## src/rtl/duty_calc_pkg.sv

```systemverilog
// Shared types and width helpers for the duty-cycle calculator.
// The BCD state only exists when DUTY_CALC_BCD_EN is defined.
package duty_calc_pkg;

    localparam int SCALE_PM    = 1000;
    // Headroom needed for high*1000 (1000 < 2**10).
    localparam int MUL_EXTRA_W = 10;

`ifdef DUTY_CALC_BCD_EN
    typedef enum logic [1:0] {
        ST_IDLE = 2'd0,
        ST_MUL  = 2'd1,
        ST_DIV  = 2'd2,
        ST_BCD  = 2'd3
    } state_e;
`else
    typedef enum logic [1:0] {
        ST_IDLE = 2'd0,
        ST_MUL  = 2'd1,
        ST_DIV  = 2'd2
    } state_e;
`endif

    function automatic int num_width(input int cnt_w);
        return cnt_w + MUL_EXTRA_W;
    endfunction

    function automatic int rem_width(input int cnt_w);
        return cnt_w + 2;
    endfunction

    // Double-dabble correction: add 3 to every BCD digit that is 5 or more.
    function automatic logic [15:0] bcd_add3(input logic [15:0] b);
        logic [15:0] r;
        r = b;
        for (int i = 0; i < 4; i++) begin
            if (b[4*i +: 4] >= 4'd5) r[4*i +: 4] = b[4*i +: 4] + 4'd3;
        end
        return r;
    endfunction

endpackage

```

## src/rtl/duty_cycle_calc_bin2bcd_seq.sv

```systemverilog
// Sequential double-dabble: BIN_W shift cycles after a start pulse.
// done_o flags the cycle whose closing edge produces the final digits on bcd_o.
module bin2bcd_seq
    import duty_calc_pkg::*;
#(
    parameter int BIN_W = 10
) (
    input  logic             sys_clk,
    input  logic             rst_n,
    input  logic             start_i,
    input  logic [BIN_W-1:0] bin_i,
    output logic             done_o,
    output logic [15:0]      bcd_o
);

    localparam int CW = $clog2(BIN_W + 1);

    logic [CW-1:0]    cnt_q, cnt_d;
    logic [BIN_W-1:0] bin_q, bin_d;
    logic [15:0]      bcd_q, bcd_d;
    logic [14:0]      adj;

    always_comb begin
        adj   = 15'(bcd_add3(bcd_q));
        cnt_d = cnt_q;
        bin_d = bin_q;
        bcd_d = bcd_q;
        if (start_i) begin
            cnt_d = CW'(BIN_W);
            bin_d = bin_i;
            bcd_d = '0;
        end else if (cnt_q != '0) begin
            cnt_d = cnt_q - 1'b1;
            bin_d = bin_q << 1;
            bcd_d = {adj, bin_q[BIN_W-1]};
        end
    end

    assign done_o = (cnt_q == CW'(1));
    assign bcd_o  = {adj, bin_q[BIN_W-1]};

    always_ff @(posedge sys_clk or negedge rst_n) begin
        if (!rst_n) cnt_q <= '0;
        else        cnt_q <= cnt_d;
    end

    always_ff @(posedge sys_clk) begin
        bin_q <= bin_d;
        bcd_q <= bcd_d;
    end

endmodule

```

## src/rtl/duty_cycle_calc.sv

```systemverilog
// Per-mille duty cycle high*1000/(high+low) via shift-add multiply and restoring divide.
// Define DUTY_CALC_BCD_EN to add the duty_bcd output and a sequential BCD conversion stage.
module duty_cycle_calc
    import duty_calc_pkg::*;
#(
    parameter int CNT_W = 32,
    parameter int SCALE = SCALE_PM,
    parameter int RES_W = 10
) (
    input  logic             sys_clk,
    input  logic             rst_n,
    input  logic [CNT_W-1:0] high_cnt,
    input  logic [CNT_W-1:0] low_cnt,
    input  logic             start,
    output logic             busy,
    output logic [RES_W-1:0] duty,
    output logic             duty_valid,
    output logic             err_zero,
    output logic             overrun
`ifdef DUTY_CALC_BCD_EN
    ,
    output logic [15:0]      duty_bcd
`endif
);

    localparam int NUM_W = num_width(CNT_W);
    localparam int REM_W = rem_width(CNT_W);
    localparam int DEN_W = CNT_W + 1;
    localparam int SH_W  = REM_W + 1;
    localparam int BIT_W = $clog2(NUM_W);

    state_e           state_q, state_d;
    logic [BIT_W-1:0] bit_q, bit_d;
    logic [CNT_W-1:0] high_q, high_d, low_q, low_d;
    logic [NUM_W-1:0] num_q, num_d, num_x, quo;
    logic [DEN_W-1:0] den_q, den_d;
    logic [REM_W-1:0] rem_q, rem_d;
    logic [SH_W-1:0]  rem_sh, diff;
    logic             q_bit;
    logic [RES_W-1:0] res_sat, duty_q, duty_d;
    logic             valid_q, valid_d, err_q, err_d, ovr_q, ovr_d;
`ifdef DUTY_CALC_BCD_EN
    logic [RES_W-1:0] res_q, res_d;
    logic [15:0]      bcd_q, bcd_d, bcd_val;
    logic             bcd_go, bcd_done;
`endif

    // One restoring-division step; the quotient bit shifts into the numerator register.
    always_comb begin
        num_x   = NUM_W'(high_q);
        rem_sh  = {rem_q, num_q[NUM_W-1]};
        diff    = rem_sh - SH_W'(den_q);
        q_bit   = ~diff[REM_W];
        quo     = {num_q[NUM_W-2:0], q_bit};
        res_sat = (quo > NUM_W'(SCALE)) ? RES_W'(SCALE) : quo[RES_W-1:0];
    end

    always_comb begin
        state_d = state_q;
        bit_d   = bit_q;
        high_d  = high_q;
        low_d   = low_q;
        num_d   = num_q;
        den_d   = den_q;
        rem_d   = rem_q;
        duty_d  = duty_q;
        valid_d = 1'b0;
        err_d   = err_q;
        ovr_d   = ovr_q;
`ifdef DUTY_CALC_BCD_EN
        res_d   = res_q;
        bcd_d   = bcd_q;
        bcd_go  = 1'b0;
`endif
        if (start && state_q != ST_IDLE) ovr_d = 1'b1;

        case (state_q)
            ST_IDLE: begin
                if (start) begin
                    high_d  = high_cnt;
                    low_d   = low_cnt;
                    ovr_d   = 1'b0;
                    state_d = ST_MUL;
                end
            end
            ST_MUL: begin
                num_d   = (num_x << 10) - (num_x << 4) - (num_x << 3);
                den_d   = DEN_W'(high_q) + DEN_W'(low_q);
                rem_d   = '0;
                bit_d   = BIT_W'(NUM_W - 1);
                state_d = ST_DIV;
            end
            ST_DIV: begin
                // A zero denominator is resolved on the first DIV cycle, before any bit is consumed.
                if (den_q == '0) begin
                    duty_d  = '0;
                    err_d   = 1'b1;
                    valid_d = 1'b1;
`ifdef DUTY_CALC_BCD_EN
                    bcd_d   = '0;
`endif
                    state_d = ST_IDLE;
                end else begin
                    num_d = quo;
                    rem_d = q_bit ? diff[REM_W-1:0] : rem_sh[REM_W-1:0];
                    bit_d = bit_q - 1'b1;
                    if (bit_q == '0) begin
`ifdef DUTY_CALC_BCD_EN
                        res_d   = res_sat;
                        bcd_go  = 1'b1;
                        state_d = ST_BCD;
`else
                        duty_d  = res_sat;
                        err_d   = 1'b0;
                        valid_d = 1'b1;
                        state_d = ST_IDLE;
`endif
                    end
                end
            end
`ifdef DUTY_CALC_BCD_EN
            ST_BCD: begin
                if (bcd_done) begin
                    duty_d  = res_q;
                    bcd_d   = bcd_val;
                    err_d   = 1'b0;
                    valid_d = 1'b1;
                    state_d = ST_IDLE;
                end
            end
`endif
            default: state_d = ST_IDLE;
        endcase
    end

    always_ff @(posedge sys_clk or negedge rst_n) begin
        if (!rst_n) begin
            state_q <= ST_IDLE;
            bit_q   <= '0;
            duty_q  <= '0;
            valid_q <= 1'b0;
            err_q   <= 1'b0;
            ovr_q   <= 1'b0;
`ifdef DUTY_CALC_BCD_EN
            bcd_q   <= '0;
`endif
        end else begin
            state_q <= state_d;
            bit_q   <= bit_d;
            duty_q  <= duty_d;
            valid_q <= valid_d;
            err_q   <= err_d;
            ovr_q   <= ovr_d;
`ifdef DUTY_CALC_BCD_EN
            bcd_q   <= bcd_d;
`endif
        end
    end

    always_ff @(posedge sys_clk) begin
        high_q <= high_d;
        low_q  <= low_d;
        num_q  <= num_d;
        den_q  <= den_d;
        rem_q  <= rem_d;
`ifdef DUTY_CALC_BCD_EN
        res_q  <= res_d;
`endif
    end

`ifdef DUTY_CALC_BCD_EN
    bin2bcd_seq #(.BIN_W(RES_W)) u_bcd (
        .sys_clk (sys_clk),
        .rst_n   (rst_n),
        .start_i (bcd_go),
        .bin_i   (res_sat),
        .done_o  (bcd_done),
        .bcd_o   (bcd_val)
    );
    assign duty_bcd = bcd_q;
`endif

    assign busy       = (state_q != ST_IDLE);
    assign duty       = duty_q;
    assign duty_valid = valid_q;
    assign err_zero   = err_q;
    assign overrun    = ovr_q;

endmodule

```

## config.mk

```make
export PLATFORM = sky130hd
export DESIGN_NAME = duty_cycle_calc
export DESIGN_NICKNAME = d
export VERILOG_FILES = /design/src/rtl/duty_calc_pkg.sv /design/src/rtl/duty_cycle_calc_bin2bcd_seq.sv /design/src/rtl/duty_cycle_calc.sv
export SDC_FILE = /design/constraint.sdc
export NUM_CORES = 1
export LEC_CHECK = 0
export CAP_MARGIN = 25
export CORE_MARGIN = 2
export CORE_UTILIZATION = 40
export CTS_BUF_LIST = sky130_fd_sc_hd__clkbuf_16
export DETAILED_ROUTE_END_ITERATION = 7
export MAX_ROUTING_LAYER = met4
export PLACE_DENSITY = 0.55
export SYNTH_ARGS = -nofsm -noshare
export SYNTH_HDL_FRONTEND = slang
export SYNTH_SLANG_ARGS = --single-unit
```

## constraint.sdc

```tcl
create_clock -name sys_clk -period 11 [get_ports sys_clk]
set_input_delay 2.75 -clock sys_clk [delete_from_list [all_inputs] [get_ports sys_clk]]
set_output_delay 2.75 -clock sys_clk [all_outputs]
set_load 0.03 [all_outputs]
```

==> flow_summary.yaml, run 1 <==
outcome:
  outcome: "finished clean"
logic_synthesis:
  ys_seq_area_frac: 0.427
  synth_area_leaders: "edfxtp_1, ha_1, a21oi_1, fa_1, xnor2_1"
  ys_types: 66
  synth-edff-count: 173
  synthCells: 1331
  yosys.area.top_type: "edfxtp_1"
  synth_nets: 1537
  avgSynthCellArea_um2: 10.1
  async_reset_ff_frac: 0.108
  syn-cell-area_um2: 13400
  yosysWarnings: 0
  synthFlopType: "edfxtp_1"
  synth_seq_cells: 194
  synth_top_cell_area_share: 0.388
route:
  drtIter0Drc: 696
  ant_nets: 0
  num_vias: 10000
  first_pass_iters: 7
  drc_errors: 0
  wirelength_mm: 32.3
  wl_per_cell_um: 17.4
  vias_per_cell: 5.40
final_layout:
  fin_nets: 1610
  syn_to_final_growth_pct: 14.5
  fin_util: 0.467
  finalNonFillerCells: 1859
  diodes: 0
  fillCellCount: 3137
  drive_gt1_frac: 0.0409
  fin_area_um2: 15300
sta:
  max_slew.worst_pin.slew_ns: 0.875
  maxClockFrequency_mhz: 215
  fin_ws_ns: 6.36
  setup_viol: 0
  maxSlewHeadroom: 0.402
  whs_ns: 0.497
  rsz0062_at_grt: "no"
  slew_violations: 0
  finalCriticalPeriod_ns: 4.64
  finalSetupTns_ns: 0
  fin_crit_sh: 0.422
  hold_viol: 0
  fin_skew_ns: 0.0131
placed_design:
  place_area_um2: 14700
  portBuffers: 80
  place_hpwl_mm: 24.8
  routabilityCongestion: 0.897
  place_ws_ns: 6.52
  place_inst: 1826
clock_tree:
  cts_inserted_buffers: 17
  cts_buffer_depth: 2
  cts_resized: 0
  hold_buffers: 0
  h-tree-depth: 4
  cts_tree: "built"
  cts.reportedPaths.clkPinSlew_ns: 0.08
  cts_sinks: 194
  post_cts_buffers: 0
  clock_latency_ns: 0.46
  root_buffer: "clkbuf_16"
grt:
  grt.total_usage: 0.195
  grt_pass1_wl_mm: 52.2
  antenna_found_initial: 0
  grt_pass1_vias: 9857
  grt_overflow: 0
  grt_max_degree: 66
worst_setup_path:
  crit_fanout: 6
  crit_path_end_kind: "primary output"
  crit_path_start_kind: "flop"
  arrival_ns: 1.89
  required_ns: 8.25
  critPathKind: "flop to primary output"
power_and_ir_drop:
  power.density_nw_per_um2: 312
  ir_drop_mv: 0.189
  power_mw: 4.78
  power.leakage_nw: 6.22
floorplanning:
  die_w_um: 187
  die_h_um: 187
  initial_core_util: 0.408
  coreArea_um2: 32800
  die_area_um2: 34900
  rows: 66
  num_io_pins: 81
worst_hold_path:
  hold_class: "flop to flop"
flow_run:
  maxCapViolCount: 0
-- metal layers --
layer | global-route usage | vias to the layer above | wire [um]
met1 | 0.264 | 4763 | 15800
met3 | 0.0257 | 50 | 943
met5 | - | - | 0
met4 | 0.0699 | 0 | 786
met2 | 0.301 | 203 | 14700
li1 | - | 5020 | -
-- Yosys cell counts (all sizes together) (10+ instances only) --
master	n
inv	107
nor3	20
xnor2	61
fa	27
a21oi	116
dfrtp	21
ha	112
nor2b	13
o211ai	19
nand3	30
xor2	23
nand2	86
o21ai	77
o21a	21
and3	12
o21bai	16
clkbuf	27
a31oi	11
a211oi	12
a21o	52
nor2	115
nand4	19
mux2i	20
edfxtp	173
and2	17
nand2b	14
buf	10
nor4	17
-- path summary, 6_finish.rpt --
kind | start | endpoint | slack [ns] | cells after the start
max reg2reg | high_q[0]$_DFFE_PP_ | num_q[33]$_DFFE_PP_ | 6.60 | 13
min in group asynchronous | rst_n | duty[6]$_DFFE_PN0P_ | 2.53 | 1
max | state_q[1]$_DFFE_PN0P_ | busy | 6.36 | 2
max in group asynchronous | rst_n | bit_q[4]$_DFFE_PN0P_ | 8.08 | 2
min reg2reg | duty[5]$_DFFE_PN0P_ | duty[5]$_DFFE_PN0P_ | 0.50 | 2
min | duty[5]$_DFFE_PN0P_ | duty[5]$_DFFE_PN0P_ | 0.50 | 2
-- report_power, final --
group          total, mW  leakage, nW  internal [mW]  switching, mW
registers           1.42         1.92           1.23          0.192
clock network      0.624        0.275          0.319          0.306
logic               2.74         4.03           1.13           1.61
-- worst max-delay path, cell delays in order (launching register included) --
cell and delay [ns]:
dfrtp_1 0.45, or2_2 0.37, clkdlybuf4s50_1 0.61
-- layout make-up --
cell class | instances | area (um2) | area share
clock buffer | 17 | 425 | 0.0278
clock inverter | 15 | 146 | 0.00955
inverter | 107 | 402 | 0.0262
multi-input combinational | 993 | 7130 | 0.465
sequential | 194 | 5720 | 0.373
tap | 442 | 553 | 0.0361
timing repair buffer | 91 | 951 | 0.0620
-- sequential cells by signal, indices dropped and copies added (netlist names), named ones only --
register and count:
rem_q 34, bit_q 6, duty 10, num_q 42, duty_valid 1, err_zero 1, den_q 33, high_q 32
low_q 32, state_q 2
-- placed cells by master, fill, tap and decap left out, types with 11 or more instances in the layout --
master	count
nor4_1	17
xor2_1	23
o21a_1	21
nand3_1	30
a21oi_1	116
dfrtp_1	21
nor2b_1	12
nor3_1	20
mux2i_1	20
ha_1	112
o21ai_0	75
and3_1	12
inv_1	108
nor2_1	114
clkdlybuf4s50_1	80
and2_1	17
o21bai_1	16
nand4_1	19
fa_1	27
xnor2_1	61
clkbuf_16	17
a211oi_1	12
edfxtp_1	173
nand2_1	85
o211ai_1	17
a31oi_1	11
a21o_1	52
nand2b_1	13
-- cell families (layout without fill, tap and decap cells) --
family / count (synthesis) / count (layout) / synth area share
flip-flops: 194 / 194 / 0.427
XOR/XNOR: 84 / 84 / 0.0550
multiplexers: 21 / 21 / 0.0158
AO/OA/AOI/OAI: 383 / 383 / 0.185
adder cells (fa/ha/maj): 139 / 139 / 0.145
AND/OR/NAND/NOR: 366 / 366 / 0.130
buffers and inverters: 144 / 230 / 0.0421
No activity file was read; power rests on OpenSTA's default activity.
==> run 2, diff against run 1 <==
- PLACE_DENSITY: 0.55 -> 0.58
- clock period: 11 -> 4.2 ns (I/O delays scaled with it)
==> run 2 against run 1 <==
  * Flip-flop and latch count unchanged
  * Die area unchanged
  * Clock power rose to 2.7 times the previous value
  * Clock-buffer cell count unchanged
  * Worst setup slack worse by 6.1 ns
  * Core utilization up 0.24 points
  * Critical path depth up 11
  * Routed wire length up 0.25%
  * Via count up 1.1%
  * Final cell count up 0.43%
  * Highest routed layer unchanged
==> flow_summary.yaml, run 2 (synthesis gave the netlist of run 1 again) <==
outcome:
  outcome: "finished clean"
grt:
  grt_overflow: 0
  grt_pass1_vias: 9893
  grt_max_degree: 62
  grt_pass1_wl_mm: 52.5
  grt.total_usage: 0.195
  antenna_found_initial: 0
worst_setup_path:
  required_ns: 4.39
  rrSetupSlack_ns: 0.28
  critPathKind: "flop to flop"
  arrival_ns: 4.12
  path_cells: "inv_1 > fa_1 > inv_1 > ha_1 > nand4_1 > a2111oi_2 > nor3_1 > nor3_1 > o2111ai_1 > a21oi_1 > o21ai_0 > xor2_1 > a21oi_1"
  rr_worst_depth: 13
  cpPeakStageDelay_ns: 0.56
  cpMaxStageDelayCell: "fa_1"
  crit_fanout: 7
  crit_path_end_kind: "flop"
  r2r-end: "num_q[33]$_DFFE_PP_"
  startpoint: "high_q[0]$_DFFE_PP_"
  crit_end: "num_q[33]$_DFFE_PP_"
  r2r-start: "high_q[0]$_DFFE_PP_"
  crit_path_start_kind: "flop"
placed_design:
  routabilityCongestion: 0.900
  place_hpwl_mm: 25.2
  portBuffers: 80
  place_area_um2: 14800
sta:
  finalSetupTns_ns: 0
  fin_skew_ns: 0.0116
  fin_crit_sh: 0.934
  finalCriticalPeriod_ns: 3.92
  slew_violations: 0
  whs_ns: 0.492
  max_slew.worst_pin.slew_ns: 0.683
  hold_viol: 0
  rsz0062_at_grt: "no"
  setup_viol: 0
  maxSlewHeadroom: 0.533
  maxClockFrequency_mhz: 255
final_layout:
  fin_util: 0.470
  fin_nets: 1618
  largest_reg_flops: 42
  syn_to_final_growth_pct: 15.1
  multiInputGateArea_um2: 7130
  fillCellCount: 3106
  drive_gt1_frac: 0.0477
  final_common_cell: "edfxtp_1"
  top_register: "num_q"
  fin_area_um2: 15400
  diodes: 0
  final_cell_mix: "edfxtp_1, a21oi_1, nor2_1"
  regArea_um2: 5720
  reg.largest.list: "num_q (42), rem_q (34), den_q (33)"
clock_tree:
  cts_tree: "built"
  h-tree-depth: 4
  root_buffer: "clkbuf_16"
  clock_latency_ns: 0.45
  hold_buffers: 0
  cts_inserted_buffers: 17
  cts_buffer_depth: 2
  cts_sinks: 194
  cts.reportedPaths.clkPinSlew_ns: 0.08
floorplanning:
  num_io_pins: 81
  initial_core_util: 0.408
  die_h_um: 187
  die_w_um: 187
  rows: 66
  coreArea_um2: 32800
  die_area_um2: 34900
route:
  wl_per_cell_um: 17.3
  drtIter0Drc: 710
  ant_nets: 0
  wirelength_mm: 32.3
  vias_per_cell: 5.43
  first_pass_iters: 6
  drc_errors: 0
  num_vias: 10100
power_and_ir_drop:
  ir_drop_mv: 0.453
  power.leakage_nw: 6.27
  power.density_nw_per_um2: 822
flow_run:
  maxCapViolCount: 0
worst_hold_path:
  hold_class: "flop to flop"
[run 2: how the worst min path moves through the flow]
stage,start,endpoint,cells after the start
finish,duty[5]$_DFFE_PN0P_,duty[5]$_DFFE_PN0P_,2
global route,duty[1]$_DFFE_PN0P_,duty[1]$_DFFE_PN0P_,1
CTS,duty[5]$_DFFE_PN0P_,duty[5]$_DFFE_PN0P_,2
detailed placement,duty[5]$_DFFE_PN0P_,duty[5]$_DFFE_PN0P_,2
global placement,duty[6]$_DFFE_PN0P_,duty[6]$_DFFE_PN0P_,2
floorplan,num_q[0]$_SDFFCE_PN0P_,duty[1]$_DFFE_PN0P_,1
[run 2: power by group]
group / switching [mW] / internal [mW]
combinational: 4.29 / 3.02
sequential: 0.482 / 3.22
clock: 0.815 / 0.849
total: 5.58 / 7.08
[run 2: area by class of cell]
class                           count  area share
Clock buffer                       17      0.0276
Clock inverter                     15      0.0104
Inverter                          107      0.0261
Multi-Input combinational cell    993       0.463
Sequential cell                   194       0.371
Tap cell                          442      0.0359
Timing Repair Buffer               99      0.0655
[run 2: routing by layer]
metal	wire length, um	GRT usage
met1	15300	0.260
met5	0	-
met4	679	0.0574
met3	1090	0.0229
met2	15200	0.313
[run 2: repair_timing]
action / 4_1_cts / 5_1_grt
setup buffers: 0 / 0
resized for setup: 0 / 2
setup endpoints to repair: 0 / 3
[run 2: worst max-delay path, delay by kind of cell, from the launching register on]
kind | cells | cell delay (ns)
fa+ha+maj | 2 | 0.96
flops | 1 | 0.45
compound gates | 5 | 1.15
buf+inv | 2 | 0.22
simple gates | 3 | 0.72
xor+xnor | 1 | 0.16
[run 2: metrics by stage]
stage	power [mW]	setup WS (ns)	cells
global placement	10.9	0.392	1833
global route	13.8	0.0142	1867
detailed placement	11.0	0.171	1834
CTS	12.7	0.0518	1866
finish	12.7	0.276	1867
floorplan	9.14	0.623	1331
==> run 3, diff against run 2 <==
- CTS_BUF_LIST: sky130_fd_sc_hd__clkbuf_16 -> sky130_fd_sc_hd__clkbuf_8
- PLACE_DENSITY: 0.58 -> 0.55
- clock period: 4.2 -> 4.7 ns (I/O delays scaled with it)
==> run 3 against run 2 <==
  * Register-to-register slack gained 0.13 ns
  * Clock-buffer cell count is the same
  * Die area is the same
  * Maximum frequency shrank 8.7%
  * Critical path type unchanged
==> flow_summary.yaml, run 3 (synthesis gave the netlist of run 1 again) <==
route:
  num_vias: 10100
  wl_per_cell_um: 17.8
  drc_errors: 0
  met1_length_mm: 15.9
  wirelength_mm: 33.1
  wl_met3_mm: 1.28
  routed-wl-met2_mm: 15.4
  top_layer_used: "met4"
  first_pass_iters: 5
  ant_nets: 0
  drtIter0Drc: 787
  vias_per_cell: 5.43
final_layout:
  fin_nets: 1612
  largest_reg_flops: 42
  top_register: "num_q"
  fin_util: 0.464
  drive_gt1_frac: 0.0416
  syn_to_final_growth_pct: 13.6
  diodes: 0
  final_common_cell: "edfxtp_1"
  final_cell_mix: "edfxtp_1, a21oi_1, nor2_1"
  reg.largest.list: "num_q (42), rem_q (34), den_q (33)"
worst_setup_path:
  crit_path_end_kind: "flop"
  crit_fanout: 7
  r2r-end: "num_q[41]$_DFFE_PP_"
  rr_worst_depth: 13
  crit_path_start_kind: "flop"
  rrSetupSlack_ns: 0.40
  required_ns: 5.00
  critPathKind: "flop to flop"
  r2r-start: "high_q[0]$_DFFE_PP_"
  arrival_ns: 4.60
placed_design:
  place_hpwl_mm: 25.8
  portBuffers: 80
  routabilityCongestion: 0.903
  place_ws_ns: 0.466
sta:
  setup_viol: 0
  fin_skew_ns: 0.0201
  whs_ns: 0.492
  finalCriticalPeriod_ns: 4.30
  max_slew.worst_pin.slew_ns: 0.717
  fin_crit_sh: 0.914
  rsz0062_at_grt: "no"
  maxClockFrequency_mhz: 233
  maxSlewHeadroom: 0.509
  slew_violations: 0
  fin_ws_ns: 0.402
  finalSetupTns_ns: 0
  hold_viol: 0
clock_tree:
  cts_tree: "built"
  cts_sinks: 194
  root_buffer: "clkbuf_8"
  cts.reportedPaths.clkPinSlew_ns: 0.10
  h-tree-depth: 4
  cts_inserted_buffers: 17
  clock_latency_ns: 0.50
  cts_buffer_depth: 2
flow_run:
  maxCapViolCount: 0
floorplanning:
  die_w_um: 187
  die_h_um: 187
  num_io_pins: 81
  rows: 66
  coreArea_um2: 32800
  die_area_um2: 34900
  initial_core_util: 0.408
worst_hold_path:
  whs_endpoint: "duty[5]$_DFFE_PN0P_"
  worstHoldStart: "duty[5]$_DFFE_PN0P_"
  worstHoldPathCells: 2
  hold_class: "flop to flop"
grt:
  antenna_found_initial: 0
  grt_pass1_wl_mm: 53.1
  grt_overflow: 0
  grt.total_usage: 0.198
  grt_pass1_vias: 9930
  grt_max_degree: 50
power_and_ir_drop:
  power.leakage_nw: 6.18
  power_mw: 11.0
  ir_drop_mv: 0.351
  power.density_nw_per_um2: 726
outcome:
  outcome: "finished clean"
[run 3: worst max path at each step]
stage,startpoint,endpoint,cells past startpoint
after global routing,high_q[0]$_DFFE_PP_,num_q[41]$_DFFE_PP_,13
final,high_q[0]$_DFFE_PP_,num_q[41]$_DFFE_PP_,13
after floorplan,start,high_q[0]$_DFFE_PP_,2
after global placement,high_q[19]$_DFFE_PP_,num_q[38]$_DFFE_PP_,12
after CTS,high_q[0]$_DFFE_PP_,num_q[41]$_DFFE_PP_,13
after detailed placement,high_q[0]$_DFFE_PP_,num_q[41]$_DFFE_PP_,13
[run 3: routing by layer]
layer,GRT usage,vias up
li1,-,5018
met1,0.267,4826
met2,0.310,230
met3,0.0302,38
met4,0.0571,0
met5,-,-
[run 3: where the power goes]
part	switching [mW]	internal [mW]	total (mW)
clock	0.648	0.586	1.23
sequential	0.445	2.87	3.32
combinational	3.84	2.65	6.49
[run 3: critical path, stage by stage, from the launching register on]
cell and delay [ns]:
edfxtp_1 0.44, inv_1 0.17, fa_1 0.56, inv_1 0.04, ha_1 0.41, nand4_1 0.15, a2111oi_1 0.65, nor3_1 0.19
nor3_1 0.48, o2111ai_1 0.21, a21oi_1 0.26, a21oi_1 0.12, xnor2_1 0.14, o21ai_0 0.27
[run 3: layout make-up]
type / count / area, um2
well taps: 442 / 553
fillers: 3135 / 17600
clock buffers: 17 / 234
inverters: 107 / 402
clock inverters: 15 / 204
multi-input cells: 993 / 7130
repair buffers: 93 / 971
flip-flops and latches: 194 / 5720
[run 3: stage by stage]
stage	instances	area [um2]
6_report	1861	15200
5_1_grt	1861	15200
4_1_cts	1859	15200
3_5_place_dp	1827	14700
3_3_place_gp	1826	14700
2_1_floorplan	1331	13400
[run 3: what timing repair did]
item	in CTS	in global routing
setup endpoints to repair	0	1
buffers inserted	0	0
gates resized for setup	0	1
hold buffers	0	0
